[src/rtl/manta_pkg.sv]
// Shared types and constants for the manta boot/flush sequencer.
package manta_pkg;

  typedef enum logic [1:0] {
    StHold,
    StDrain,
    StClear,
    StRun
  } boot_state_t;

  localparam logic [15:0] ResetPcDefault  = 16'h0000;
  localparam logic [15:0] NopInstrDefault = 16'h0000;

  // Width of a register index, never narrower than one bit.
  function automatic int unsigned addr_width(int unsigned n);
    return (n > 1) ? $clog2(n) : 1;
  endfunction

endpackage

[src/rtl/manta_boot_ctrl.sv]
// Boot/flush sequencer: holds PC, injects NOPs, clears the register file,
// then hands control to the core. Outputs decode from registered state only.
module manta_boot_ctrl
  import manta_pkg::*;
#(
  parameter int unsigned          DATA_W       = 16,
  parameter int unsigned          NREGS        = 16,
  parameter int unsigned          FLUSH_CYCLES = 9,
  parameter int unsigned          NOP_CYCLES   = 10,
  parameter logic [DATA_W-1:0]    RESET_PC     = DATA_W'(ResetPcDefault),
  parameter logic [DATA_W-1:0]    NOP_INSTR    = DATA_W'(NopInstrDefault)
) (
  input  logic                           clk,
  input  logic                           rst_n,
  input  logic                           start,
  output logic                           pc_hold,
  output logic [DATA_W-1:0]              pc_value,
  output logic                           instr_override,
  output logic [DATA_W-1:0]              instr_value,
  output logic                           rf_clr_we,
  output logic [addr_width(NREGS)-1:0]   rf_clr_addr,
  output logic [DATA_W-1:0]              rf_clr_data,
  output logic                           busy,
  output logic                           done
);

  localparam int unsigned CntMax = (NOP_CYCLES > NREGS) ? NOP_CYCLES : NREGS;
  localparam int unsigned CntW   = $clog2(CntMax + 1);
  localparam int unsigned AddrW  = addr_width(NREGS);

  localparam logic [CntW-1:0] FlushLast = CntW'(FLUSH_CYCLES - 1);
  localparam logic [CntW-1:0] NopLast   = CntW'(NOP_CYCLES - 1);
  localparam logic [CntW-1:0] RegLast   = CntW'(NREGS - 1);
  localparam logic [CntW-1:0] CntOne    = CntW'(1);

  if (FLUSH_CYCLES == 0 || NOP_CYCLES < FLUSH_CYCLES || NREGS == 0) begin : gen_param_err
    $error("manta_boot_ctrl: need FLUSH_CYCLES>=1, NOP_CYCLES>=FLUSH_CYCLES, NREGS>=1");
  end

  boot_state_t     state_q, state_d;
  logic [CntW-1:0] cnt_q, cnt_d;

  always_ff @(posedge clk or negedge rst_n) begin
    if (!rst_n) begin
      state_q <= StHold;
      cnt_q   <= '0;
    end else begin
      state_q <= state_d;
      cnt_q   <= cnt_d;
    end
  end

  always_comb begin
    state_d = state_q;
    cnt_d   = cnt_q;
    unique case (state_q)
      StHold: begin
        cnt_d = cnt_q + CntOne;
        if (cnt_q == FlushLast) begin
          // With no drain window the count restarts for the clear phase.
          if (FLUSH_CYCLES == NOP_CYCLES) begin
            state_d = StClear;
            cnt_d   = '0;
          end else begin
            state_d = StDrain;
          end
        end
      end
      StDrain: begin
        cnt_d = cnt_q + CntOne;
        if (cnt_q == NopLast) begin
          state_d = StClear;
          cnt_d   = '0;
        end
      end
      StClear: begin
        cnt_d = cnt_q + CntOne;
        if (cnt_q == RegLast) begin
          state_d = StRun;
          cnt_d   = '0;
        end
      end
      StRun: begin
        if (start) begin
          state_d = StHold;
          cnt_d   = '0;
        end
      end
      default: begin
        state_d = StHold;
        cnt_d   = '0;
      end
    endcase
  end

  always_comb begin
    pc_hold        = 1'b0;
    instr_override = 1'b0;
    rf_clr_we      = 1'b0;
    rf_clr_addr    = '0;
    busy           = 1'b1;
    done           = 1'b0;
    unique case (state_q)
      StHold: begin
        pc_hold        = 1'b1;
        instr_override = 1'b1;
      end
      StDrain: begin
        instr_override = 1'b1;
      end
      StClear: begin
        rf_clr_we   = 1'b1;
        rf_clr_addr = cnt_q[AddrW-1:0];
      end
      StRun: begin
        busy = 1'b0;
        done = 1'b1;
      end
      default: begin
        pc_hold        = 1'b1;
        instr_override = 1'b1;
      end
    endcase
  end

  assign pc_value    = RESET_PC;
  assign instr_value = NOP_INSTR;
  assign rf_clr_data = '0;

endmodule

[config.mk]
export PLATFORM = sky130hd
export DESIGN_NAME = manta_boot_ctrl
export DESIGN_NICKNAME = d
export VERILOG_FILES = /design/src/rtl/manta_pkg.sv /design/src/rtl/manta_boot_ctrl.sv
export SDC_FILE = /design/constraint.sdc
export NUM_CORES = 1
export LEC_CHECK = 0
export CORE_UTILIZATION = 36
export DETAILED_ROUTE_END_ITERATION = 10
export PLACE_DENSITY = 0.8
export SYNTH_ARGS = -nofsm -noshare
export SYNTH_HDL_FRONTEND = slang
export SYNTH_SLANG_ARGS = --single-unit
[constraint.sdc]
create_clock -name clk -period 2.3 [get_ports clk]
set_clock_uncertainty 0.15 [all_clocks]
set_input_delay 0.46 -clock clk [delete_from_list [all_inputs] [get_ports clk]]
set_output_delay 0.46 -clock clk [all_outputs]
set_load 0.1 [all_outputs]
-- Word-level counts from Yosys, hierarchy flattened
Index checks and enable logic that the tools add are counted.
- input port bits: 3
- word-level logic and storage cells: 31
- output and inout bits: 57
- register bits after elaboration: 7
- reduce and logical (&&, ||, !) cells: 3
- equality and inequality tests: 10
- muxes and demuxes: 15
- $add $sub $neg: 1
- operators by type and width (operator ; count):
    5-bit one-hot mux with 4 select lines ; 1
    5-bit by 4-bit equality test with 1-bit output (second input constant) ; 3
    5-bit two-way mux ; 3
    2-bit two-way mux ; 4
    2-bit inequality test (second input constant) ; 4
    2-bit one-hot mux with 4 select lines ; 1
    5-bit by 1-bit adder with 5-bit output (second input constant) ; 1
    1-bit two-way mux ; 5
    2-bit equality test (second input constant) ; 2
    4-bit two-way mux ; 1
    4-bit AND reduction ; 1
    2-bit by 1-bit equality test with 1-bit output (second input constant) ; 1
    2-bit logical NOT ; 1
    2-bit OR reduction ; 1

-- Logic depth before layout (Yosys ltp)
- depth after elaboration: 3
- mapped depth: 8

-- Worst setup path before layout
No wires, ideal clock.
- path kind: register to output
- from: reg state_q[0]
- to: out rf_clr_addr[0]
- arrival time: 2.239 ns
- stages on the path, launching flop included: 4
- slack: -0.549 ns
- cell sequence: dfrtp_1 > inv_1 > ha_1 > and2_1
- word-level cells in the longest chain between the ends: 2
- RTL lines (item ; line ; text):
    from (decl) ; manta_boot_ctrl.sv:40 ; boot_state_t state_q, state_d;
    from (signal assigned) ; manta_boot_ctrl.sv:45 ; state_q <= StHold;
    from (signal assigned) ; manta_boot_ctrl.sv:48 ; state_q <= state_d;
    2-bit equality test ; manta_boot_ctrl.sv:103 ; unique case (state_q)
    4-bit two-way mux ; manta_boot_ctrl.sv:103 ;
    to (decl) ; manta_boot_ctrl.sv:21 ; output logic [addr_width(NREGS)-1:0] rf_clr_addr,
Every way passes these cells.

-- Worst setup path in the final report
- from: reg cnt_q[0]
- to: reg state_q[1]
- word-level cells in the longest chain between the ends: 3
- elaborated cells between the ends (all ways): 7
- RTL lines (item ; line ; text):
    from (decl) ; manta_boot_ctrl.sv:41 ; logic [CntW-1:0] cnt_q, cnt_d;
    from (signal assigned) ; manta_boot_ctrl.sv:49 ; cnt_q <= cnt_d;
    5-bit by 4-bit equality test with 1-bit output, on equally long branches ; manta_boot_ctrl.sv:78, manta_boot_ctrl.sv:59, manta_boot_ctrl.sv:71 ;
    2-bit inequality test (no source line) ; n/a ;
    4-bit AND reduction (no source line) * ; n/a ;
Every way passes the cells marked *; elsewhere a longest branch is shown, timed or not.
A chain may end at the register's enable or synchronous reset.

==> flow_summary.toml <==
[logic_synthesis]
synth_seq_area_share_pct = 18.69
yosysTopAreaCell = "buf_4"
synth_top_area_share_pct = 38.45
syn_inst = 108
synth_seq_cells = 7
yosysUniqueCellTypes = 26
synthTopCellsByArea = "buf_4 38%, dfrtp_1 19%, ha_1 13%"
syn-cell-area_um2 = 937.1
ys_warn_count = 0
syn_avg_cell_area_um2 = 8.677

[timing]
hold_violations = 0
maxSlewViolCount = 0
holdWs_ns = 0.3240
timing.final.crit_share_pct = 90.67
fmax_ghz = 0.4795
min_period_ns = 2.085
setup-tns-final_ns = 0
grt_setup_unrepaired = "no"
finalSetupViolCount = 0

[route]
ant_nets = 0
wl_per_cell_um = 7.914
drcViolationCount = 0
wirelength_um = 1203
drt_iter0_drc = 13
dr.pass1.iters = 4
routed-via-count = 572
via_per_inst = 3.763

[placed_design]
portBuffers = 11
place_area_um2 = 1002
gp_congestion = 0.9061
hpwlAfterDp_um = 1046

[cts]
post_cts_resized = 0
postCtsSetupBuffers = 0
clk_latency_ns = 0.24
cts_buffers = 3
clock_tree.root_cell = "clkbuf_4"
h-tree-depth = 1
clock-sinks = 7
cts_buffer_depth = 2
tritoncts = "built"
cts_hold_buf = 0
path_clk_slew_ns = 0.05

[critical_path]
cp-start-kind = "register"
worstRegToRegCells = 8
cp_slowest_stage_delay_ns = 0.43
r2r_start = "cnt_q[0]"
crit_type = "reg -> reg"
crit_required_ns = 2.27
r2r-end = "state_q[1]"
slowest_stage = "dfrtp_1"
critPathArrivalTime_ns = 2.05
crit_chain = "ha_1, nand3_1, inv_1, ha_1, nor2b_1, nor2_1, nand3_1, mux2_1"
rrSetupSlack_ns = 0.21
cp_max_fo = 6
cp-end-kind = "register"

[global_route]
grt_use_total_pct = 8.862
grt_pass1_wl_um = 1766
grt_max_degree = 9
antenna_found_initial = 0
grt_pass1_vias = 406
grt-ovfl-total = 0

[finish]
fill_cells = 255
drive_gt1_share_pct = 18.03
antenna_cells = 0
fin_nets = 136
syn_to_final_growth_pct = 9.747
fin_area_um2 = 1028

[flow_run]
maxCapViolCount = 0

[floorplanning]
dieArea_um2 = 2811
fp.dieH_um = 53.02
fp.coreArea_um2 = 2477
io_pins = 60
initial_core_util_pct = 37.83
die_w_um = 53.02
std_cell_rows = 18

[min_path]
hold_class = "in -> async"

[status]
outcome = "finished clean"
==> worst max-delay path: cells and delay by family, from the launching register on <==
family,cells,cell delay (ns)
DFF,1,0.43
and+or+nand+nor,4,0.58
muxes,1,0.35
adders and majority gates,2,0.41
buffers and inverters,1,0.05
==> synthesized netlist by cell type <==
library cell	n
a211oi_4	1
o31ai_1	2
mux2_1	1
nor2b_1	2
mux2i_1	1
nor4_1	1
o22ai_1	1
or3_1	1
ha_1	10
a211o_1	1
conb_1	1
dfrtp_1	7
nand2b_1	1
or2_2	1
and2_2	1
and2_1	3
nand4bb_4	1
nand2_1	5
a21oi_1	3
buf_4	48
inv_1	7
and4b_1	1
o21ai_1	1
nand3_1	3
xor2_1	1
nor2_1	3
==> per-stage QoR <==
stage / instances / setup slack [ns] / util (%)
floorplan: 155 / 0.04029 / -
global placement: 148 / 0.2433 / 40.45
detailed placement: 148 / 0.1671 / 40.45
CTS: 152 / 0.2046 / 41.52
global route: 152 / 0.05435 / 41.52
finish: 152 / 0.2145 / 41.52
==> layout by cell type (no fill, tap or decap) <==
| cell | instances |
|---|---|
| inv_1 | 7 |
| nand4bb_4 | 1 |
| xor2_1 | 1 |
| conb_1 | 48 |
| nand2_1 | 5 |
| a21oi_1 | 3 |
| nor2_1 | 3 |
| o31ai_1 | 2 |
| clkdlybuf4s50_1 | 2 |
| buf_12 | 9 |
| o22ai_1 | 1 |
| and2_2 | 4 |
| nor4_1 | 1 |
| nand2b_1 | 1 |
| or2_2 | 1 |
| nand3_1 | 3 |
| mux2i_1 | 1 |
| a211o_1 | 1 |
| ha_2 | 3 |
| clkbuf_4 | 3 |
| dfrtp_1 | 7 |
| ha_1 | 7 |
| mux2_1 | 1 |
| o21ai_1 | 1 |
| a211oi_4 | 1 |
| and4b_1 | 1 |
| nor2b_1 | 2 |
| or3_1 | 1 |
| clkbuf_1 | 1 |
==> worst max path at each step <==
stage                           from              to  slack (ns)  cells after the start
after global placement         start      state_q[1]        0.24                      5
after CTS                   cnt_q[0]      state_q[1]        0.20                      8
after global routing        cnt_q[0]      state_q[1]        0.05                      8
after floorplan           state_q[0]  rf_clr_addr[0]        0.04                      3
final                       cnt_q[0]      state_q[1]        0.21                      8
after detailed placement       start      state_q[1]        0.17                      5
==> registers in the layout (all words and copies together) (netlist names) <==
name / cells
state_q: 2
cnt_q: 5
==> area by class of cell <==
type / instances / area (um^2) / area share [%]
inverter: 7 / 26.28 / 2.555
multi-input combinational: 93 / 563.0 / 54.74
sequential: 7 / 175.2 / 17.03
timing repair buffer: 11 / 200.2 / 19.46
clock buffer: 4 / 26.28 / 2.555
tap: 30 / 37.54 / 3.650
==> cell families (layout without fill, tap and decap cells) <==
kind of cell,Yosys count,in the layout,synth area share [%]
adder cells (fa/ha/maj),10,10,13.35
AND/OR/NAND/NOR,23,23,15.62
other,1,48,0.4001
multiplexers,2,2,2.270
XOR/XNOR,1,1,0.9348
buffers and inverters,55,22,41.26
AO/OA/AOI/OAI,9,9,7.476
flip-flops,7,7,18.69
==> metal layers <==
metal | routed length [um] | share of wire [%] | up-vias | track usage (%)
met5 | 0 | 0 | - | 0
met4 | 0 | 0 | 0 | 5.263
met3 | 93 | 7.7 | 0 | 1.724
met2 | 586 | 49 | 32 | 14.77
met1 | 522 | 43 | 262 | 10.38
li1 | - | - | 278 | -
Power is left out: the tool's default activity adds up to more than one toggle a clock period on the data nets, which glitch-free logic cannot reach.
